==> src/rtl/vga_pkg.sv <==
// vga_pkg: shared frame-buffer geometry, RGB111 color constants and painter states.
package vga_pkg;
  localparam int AW = 8;
  localparam int DW = 3;
  localparam int GRID_W = 16;
  localparam int GRID_H = 12;
  localparam int px_scale = 64;
  localparam logic [2:0] RED_VGA = 3'b100;
  localparam logic [2:0] GREEN_VGA = 3'b010;
  localparam logic [2:0] BLUE_VGA = 3'b001;
  typedef enum logic [1:0] {CLEAR, IDLE, WRITE} state_t;
endpackage

==> src/rtl/button_conditioner.sv <==
// button_conditioner: 2-FF sync, optional debounce (CELL_PAINTER_DEBOUNCE_EN), one-cycle rising-edge pulse.
module button_conditioner #(
  parameter int DB_CYCLES = 750000
) (
  input  logic clk,
  input  logic rst,
  input  logic btn,
  output logic pulse
);
  logic s1_q, s2_q, prev_q, pulse_q, pulse_d, level;
`ifdef CELL_PAINTER_DEBOUNCE_EN
  localparam int CW = $clog2(DB_CYCLES + 1);
  logic [CW-1:0] cnt_q, cnt_d;
  logic db_q, db_d, last;
  always_comb begin
    last = (s2_q != db_q) && (cnt_q == CW'(DB_CYCLES - 1));
    cnt_d = (s2_q == db_q || last) ? '0 : cnt_q + 1'b1;
    db_d = last ? s2_q : db_q;
  end
  always_ff @(posedge clk or posedge rst)
    if (rst) begin
      cnt_q <= '0;
      db_q <= 1'b0;
    end else begin
      cnt_q <= cnt_d;
      db_q <= db_d;
    end
  assign level = db_q;
`else
  localparam int unused_db = DB_CYCLES;
  assign level = s2_q;
`endif
  always_comb pulse_d = level & ~prev_q;
  always_ff @(posedge clk or posedge rst)
    if (rst) begin
      s1_q <= 1'b0;
      s2_q <= 1'b0;
      prev_q <= 1'b0;
      pulse_q <= 1'b0;
    end else begin
      s1_q <= btn;
      s2_q <= s1_q;
      prev_q <= level;
      pulse_q <= pulse_d;
    end
  assign pulse = pulse_q;
endmodule

==> src/rtl/cell_painter.sv <==
// cell_painter: clears the cell frame buffer, then moves a cursor on button presses and paints it.
// Debounce is present when CELL_PAINTER_DEBOUNCE_EN is defined.
module cell_painter #(
  parameter int AW = 8,
  parameter int DW = 3,
  parameter int GRID_W = 16,
  parameter int GRID_H = 12,
  parameter int DB_CYCLES = 750000,
  parameter logic [DW-1:0] CLEAR_COLOR = '0
) (
  input  logic          clk,
  input  logic          rst,
  input  logic          bntr,
  input  logic          bntl,
  input  logic [DW-1:0] switch,
  output logic [AW-1:0] addr_in,
  output logic [DW-1:0] data_in,
  output logic          regwrite,
  output logic [AW-1:0] cursor,
  output logic          busy
);
  import vga_pkg::*;
  localparam int N = GRID_W * GRID_H;
  localparam logic [AW-1:0] LAST = AW'(N - 1);
  state_t state_q, state_d;
  logic [AW-1:0] clr_idx_q, clr_idx_d, cursor_q, cursor_d, addr_q, addr_d, nxt;
  logic [DW-1:0] data_q, data_d;
  logic we_q, we_d, busy_q, busy_d, pr, pl;
  button_conditioner #(.DB_CYCLES(DB_CYCLES)) u_right (.clk(clk), .rst(rst), .btn(bntr), .pulse(pr));
  button_conditioner #(.DB_CYCLES(DB_CYCLES)) u_left (.clk(clk), .rst(rst), .btn(bntl), .pulse(pl));
  always_comb begin
    nxt = (pr && !pl) ? ((cursor_q == LAST) ? '0 : cursor_q + 1'b1) :
          (pl && !pr) ? ((cursor_q == '0) ? LAST : cursor_q - 1'b1) : cursor_q;
    state_d = state_q;
    clr_idx_d = clr_idx_q;
    cursor_d = cursor_q;
    addr_d = addr_q;
    data_d = data_q;
    we_d = 1'b0;
    busy_d = busy_q;
    case (state_q)
      CLEAR: begin
        if (we_q && addr_q == LAST) begin
          state_d = IDLE;
          busy_d = 1'b0;
        end else begin
          we_d = 1'b1;
          addr_d = clr_idx_q;
          data_d = CLEAR_COLOR;
          clr_idx_d = clr_idx_q + 1'b1;
        end
      end
      IDLE: if (pr || pl) begin
        state_d = WRITE;
        cursor_d = nxt;
        addr_d = nxt;
        data_d = switch;
        we_d = 1'b1;
      end
      WRITE: state_d = IDLE;
      default: state_d = CLEAR;
    endcase
  end
  always_ff @(posedge clk or posedge rst)
    if (rst) begin
      state_q <= CLEAR;
      clr_idx_q <= '0;
      cursor_q <= '0;
      addr_q <= '0;
      data_q <= '0;
      we_q <= 1'b0;
      busy_q <= 1'b1;
    end else begin
      state_q <= state_d;
      clr_idx_q <= clr_idx_d;
      cursor_q <= cursor_d;
      addr_q <= addr_d;
      data_q <= data_d;
      we_q <= we_d;
      busy_q <= busy_d;
    end
  assign addr_in = addr_q;
  assign data_in = data_q;
  assign regwrite = we_q;
  assign cursor = cursor_q;
  assign busy = busy_q;
endmodule

==> config.mk <==
export PLATFORM = sky130hd
export DESIGN_NAME = cell_painter
export DESIGN_NICKNAME = d
export VERILOG_FILES = /design/src/rtl/vga_pkg.sv /design/src/rtl/button_conditioner.sv /design/src/rtl/cell_painter.sv
export SDC_FILE = /design/constraint.sdc
export NUM_CORES = 1
export LEC_CHECK = 0
export ABC_CLOCK_PERIOD_IN_PS = 2070
export CAP_MARGIN = 20
export CELL_PAD_IN_SITES_DETAIL_PLACEMENT = 1
export CELL_PAD_IN_SITES_GLOBAL_PLACEMENT = 1
export CORE_MARGIN = 5
export CORE_UTILIZATION = 35
export DETAILED_ROUTE_END_ITERATION = 6
export DONT_BUFFER_PORTS = 1
export GPL_TIMING_DRIVEN = 0
export PLACE_DENSITY = 0.65
export SYNTH_ARGS = -nofsm -noshare
export SYNTH_HDL_FRONTEND = slang
export SYNTH_HIERARCHICAL = 1
export SYNTH_SLANG_ARGS = --single-unit
==> constraint.sdc <==
create_clock -name clk -period 2.07 [get_ports clk]
set_input_delay 0.207 -clock clk [delete_from_list [all_inputs] [get_ports clk]]
set_output_delay 0.207 -clock clk [all_outputs]
set_load 0.005 [all_outputs]
=== Yosys cells after proc, flatten, opt, wreduce, memory -nomap -nowiden ===
Cells that the tools add are included.
W data, S select, Z words.

* Register bits after elaboration: 39
* Word-level logic and storage cells: 60
* Output and inout bits: 21
* Input bits: 7

* Reduce and logical (&&, ||, !) cells: 14
* Muxes and demuxes: 16
* Equal/unequal tests: 7
* Bitwise gates (word level): 5
* $add $sub $neg: 3

{| class="wikitable"
|+ Operator list
! cell !! number
|-
| $mux W8 || 6
|-
| $add A8 B1 Y8 const B || 2
|-
| $eq A8 B8 Y1 const B || 2
|-
| $pmux W8 S2 || 1
|-
| $logic_not A8 Y1 || 1
|-
| $reduce_and A2 Y1 || 4
|-
| $sub A8 B1 Y8 const B || 1
|-
| $mux W3 || 2
|-
| $ne A2 B2 Y1 const B || 3
|-
| $pmux W2 S3 || 1
|-
| $pmux W3 S2 || 1
|-
| $mux W2 || 2
|-
| $logic_and A1 B1 Y1 || 3
|-
| $not A1 Y1 || 3
|-
| $reduce_and A3 Y1 || 1
|-
| $and A1 B1 Y1 || 2
|-
| $eq A2 B1 Y1 const B || 1
|-
| $eq A2 B2 Y1 const B || 1
|-
| $logic_not A1 Y1 || 2
|-
| $logic_not A2 Y1 || 1
|-
| $mux W1 || 2
|-
| $pmux W1 S2 || 1
|-
| $reduce_bool A2 Y1 || 1
|-
| $logic_or A1 B1 Y1 || 1
|}

=== Longest topological paths before layout ===
* Depth in word-level cells: 6
* Depth in mapped cells: 7
* Gate-level depth less buffers: 7

=== Hierarchy ===
The synthesis kept the hierarchy.

{| class="wikitable"
|+ By module, submodules not included
! module !! cells an instance !! seq. area each (um2) !! area an instance (um2) !! times used
|-
| cell_painter || 198 || 777.0 || 1761.7 || 1
|-
| button_conditioner || 6 || 100.1 || 117.6 || 2
|}

=== Worst setup path before layout ===
Ideal clock, no wire load.

* Kind: reg2reg
* Start point: reg cursor_q[0] (netlist: cursor[0])
* End point: reg cursor_q[6] (netlist: cursor[6])
* Arrival time: 1.627 ns
* Clock period less this slack: 1.754 ns
* Setup time: 0.127 ns
* Setup slack: 0.316 ns
* Path buffers: 0
* Data required time: 1.943 ns
* Stages on the path, launching flop included: 8
* Cells stage by stage: dfrtp_1 > inv_1 > ha_1 > nor4bb_1 > a21oi_1 > a311o_1 > nand3_1 > o21ai_0

* Longest elaborated chain between the ends: 4
* Elaborated cells between the ends (all ways): 8
* Classes of those cells: 2 x add/sub; 1 x eq/ne; 4 x mux; 1 x reduce/logical

{| class="wikitable"
|+ RTL lines
! element !! line !! source
|-
| from (decl) || cell_painter.sv:26 || <nowiki>logic [AW-1:0] clr_idx_q, clr_idx_d, cursor_q, cursor_d, addr_q, addr_d, nxt;</nowiki>
|-
| from (signal assigned) || cell_painter.sv:76 || <nowiki>cursor_q <= cursor_d;</nowiki>
|-
| $sub A8 B1 Y8 / $logic_not A8 Y1 (equally long branches) || cell_painter.sv:33 || <nowiki>(pl && !pr) ? ((cursor_q == '0) ? LAST : cursor_q - 1'b1) : cursor_q;</nowiki>
|-
| $mux W8 (2 in a row) || cell_painter.sv:33 ||
|-
| $mux W8 (*) || cell_painter.sv:32 || <nowiki>nxt = (pr && !pl) ? ((cursor_q == LAST) ? '0 : cursor_q + 1'b1) :</nowiki>
|}

Every way passes the cells marked *; elsewhere a longest branch is shown, timed or not.
A chain may end at the register's enable or synchronous reset.

=== Final worst setup path ===
Same ends and word-level chain as after synthesis.

==> run_results.csv <==
group,metric,value,unit
outcome,run_status,"finished, final reports clean",
global_route,grt_max_degree,22,
routing,vias_per_cell,5.530,
power_and_ir_drop,power.leakage,1.048,nW
routing,route.met3.wl,269,um
clock_tree,cts_tree,"yes",
clock_tree,cts_buffers,5,
finish,fillers,644,
routing,drt_first_pass_iters,4,
finish,drive_above_1_share,17.70,%
global_route,grt_pass1_vias,1666,
placement,place_inst,283,
global_route,grt_usage,14.90,%
power_and_ir_drop,swShare,21.32,%
worst_hold_path,holdPathEnd,"data_in[0]$_DFFE_PP0P_",
routing,routed.top_layer,"met4",
placement,dpl.hpwl,3891,um
yosys,synthFlopType,"dfrtp_1",
floorplanning,dieArea,0.007316,mm^2
power_and_ir_drop,seqPwrFrac,51.2,%
timing,fmax,496.4,MHz
setup_path,path_max_fanout,7,
timing,setup_viol,0,
yosys,async_flop_share,100.0,%
floorplanning,die_w,85.54,um
finish,diodes,0,
setup_path,worstSetupPathType,"reg2reg",
routing,vias,1648,
power_and_ir_drop,p_sw,0.3229,mW
global_route,antenna_found_initial,0,
floorplanning,dieHeight,85.54,um
clock_tree,cts_buffer_depth,2,
power_and_ir_drop,p_clk_share,43.6,%
yosys,synth_warnings,6,
yosys,ys_seq_elements,39,
finish,area_growth,18.48,%
timing,slew_headroom,64.28,%
power_and_ir_drop,power.density,640.3,mW/mm^2
power_and_ir_drop,comb_power_share,5.2,%
timing,worst_pin_slew,0.5352,ns
timing,finalHoldViolations,0,
power_and_ir_drop,power.internal,1.192,mW
floorplanning,ios,28,
yosys,syn_area,0.001997,mm^2
routing,dr_wl_met2,2690,um
flow_run,max_cap_viol_count,0,
finish,fin_cells,298,
global_route,grt-ovfl-total,0,
routing,wirelength,5513,um
floorplanning,rows,27,
global_route,grt_pass1_wl,8694,um
yosys,synth.avg_cell_area,9.509,um^2
clock_tree,insertion_delay,0.29,ns
timing,maxSlewViolCount,0,
floorplanning,start_util,36.04,%
yosys,syn-num-nets,221,
setup_path,critPathCaptureType,"flop",
timing,whs,0.03965,ns
finish,multi_input_area,0.001005,mm^2
power_and_ir_drop,power,1.515,mW
clock_tree,clock-sinks,39,
floorplanning,core,0.005540,mm^2
finish,mostFrequentLayoutCells,"dfrtp_1, nand2_1, a21oi_1, nand3_1, o21ai_0",
timing,period_minus_slack,2.015,ns
routing,drt_iter0_drc,91,
setup_path,ff2ff_path_depth,8,
routing,postRouteAntennaNets,0,
clock_tree,cts_root_buffer,"clkbuf_8",
timing,finClkSkew,0.008403,ns
yosys,synthTopCellsByArea,"dfrtp_1, nand2_1, a21oi_1",
routing,wl_met1,2473,um
worst_hold_path,worstHoldPathCells,2,
setup_path,r2r-end,"cursor[6]$_DFFE_PP0P_",
finish,final_common_cell,"dfrtp_1",
yosys,post_synth_num_cell_types,52,
finish,design_area,0.002366,mm^2
clock_tree,clk_pin_slew,0.08,ns
placement,port_buffers,0,
routing,wl_per_cell,18.50,um
setup_path,start_kind,"flop",
routing,drc_errors,0,
setup_path,required,2.23,ns
setup_path,crit_start,"cursor[0]$_DFFE_PP0P_",
placement,gp_congestion,0.7841,
yosys,synth_edf_count,0,
power_and_ir_drop,ir_drop,0.3739,mV
timing,period_share,97.32,%
worst_hold_path,min_from,"switch[0]",
setup_path,arrival,2.17,ns
placement,postPlaceCellArea,0.002115,mm^2
yosys,yosys.area.top_type_share,47.62,%
worst_hold_path,hold_class,"in2reg",
finish,final_nets,236,
yosys,syn_inst,210,
setup_path,ff2ff_setup_slack,0.06,ns
setup_path,r2r_start,"cursor[0]$_DFFE_PP0P_",
yosys,ys_seq_area_share,48.93,%
yosys,synth_top_area_cell,"dfrtp_1",
finish,regArea,979.7,um^2
clock_tree,h-tree-depth,2,
-- critical path, stage by stage (launching register included) --
cell and delay [ns]:
dfrtp_2 0.47, inv_1 0.14, ha_2 0.25, nor4bb_4 0.26, buf_4 0.16, a21oi_1 0.05
a311o_1 0.37, nand3_1 0.09, o21ai_0 0.09
-- Yosys cell counts, types with 2 or more instances --
cell type  number
o21ai_0        12
nor3_1          2
nor2b_4         2
a21oi_1        16
nand3b_1        2
buf_2           5
o41ai_1         2
inv_1           9
nor2_1          7
ha_1            4
nand2_1        30
dfrtp_1        38
xor2_1          4
o31a_1          2
nand3_1        16
a31oi_1         2
nor2b_1         2
nand4_1         3
o21ai_1         2
xnor2_1         5
a2111oi_0       2
nor3b_1         3
nand2b_1        3
mux2i_1         2
o211ai_1        5
or3_1           4
-- final cells by class --
type                    instances  area share, %
well taps                      72          3.808
clock buffers                   6          3.490
repair buffers                  8          3.490
plain buffers                   9          1.957
flip-flops and latches         39          41.41
clock inverters                 2          1.481
inverters                      11          1.904
multi-input cells             151          42.46
-- what timing repair did --
action                                 in CTS  in global routing
hold buffers                                3                  0
setup buffers                               0                  4
resized for setup                           8                 14
pin swaps                                   0                  1
setup endpoints to repair                  12                  9
endpoints found under the hold margin      20                  0
-- sequential cells by signal, indices dropped and copies added (netlist names) --
register        flops
regwrite            1
u_right/pulse       1
cursor              8
u_left/prev_q       1
clr_idx_q           8
state_q             2
addr_in             8
u_right/prev_q      1
u_right/level       1
u_right/s1_q        1
u_left/s1_q         1
u_left/level        1
u_left/pulse        1
busy                1
data_in             3
-- kinds of logic after synthesis --
kind of cell	count (synthesis)	share of synthesized area [%]
simple gates	84	22.68
flops	39	48.93
mux	3	1.566
xor+xnor	9	3.947
buf+inv	20	4.322
fa+ha+maj	4	2.506
compound gates	51	16.04
-- per-layer routing --
layer  vias up  global-route usage (%)
li1        785                       -
met1       813                   20.33
met2        41                   24.01
met3         9                   3.650
met4         0                   3.309
met5         -                       0
-- stage by stage --
step | utilization (%) | setup WS [ns] | setup TNS (ns)
after floorplan | - | 0.3164 | 0
after global placement | 37.67 | -0.5402 | -2.696
after detailed placement | 38.17 | -0.5499 | -2.541
after CTS | 41.51 | 0.02253 | 0
after global routing | 42.71 | -0.03702 | -0.08042
final | 42.71 | 0.05541 | 0
-- power groups by stage --
stage | Combinational (mW) | Sequential (mW) | Clock (mW)
floorplan | 0.0439 | 0.788 | 0
global placement | 0.0589 | 0.790 | 0
detailed placement | 0.0664 | 0.790 | 0
CTS | 0.0737 | 0.775 | 0.683
global route | 0.0865 | 0.776 | 0.703
finish | 0.0786 | 0.775 | 0.661
-- worst max-delay path by stage --
| stage | to |
|---|---|
| after global placement | addr_in[0]$_DFFE_PP0P_ |
| final | cursor[6]$_DFFE_PP0P_ |
| after global routing | cursor[6]$_DFFE_PP0P_ |
| after CTS | cursor[0]$_DFFE_PP0P_ |
| after detailed placement | cursor[0]$_DFFE_PP0P_ |
| after floorplan | cursor[6]$_DFFE_PP0P_ |
No activity file was read; power rests on OpenSTA's default activity.
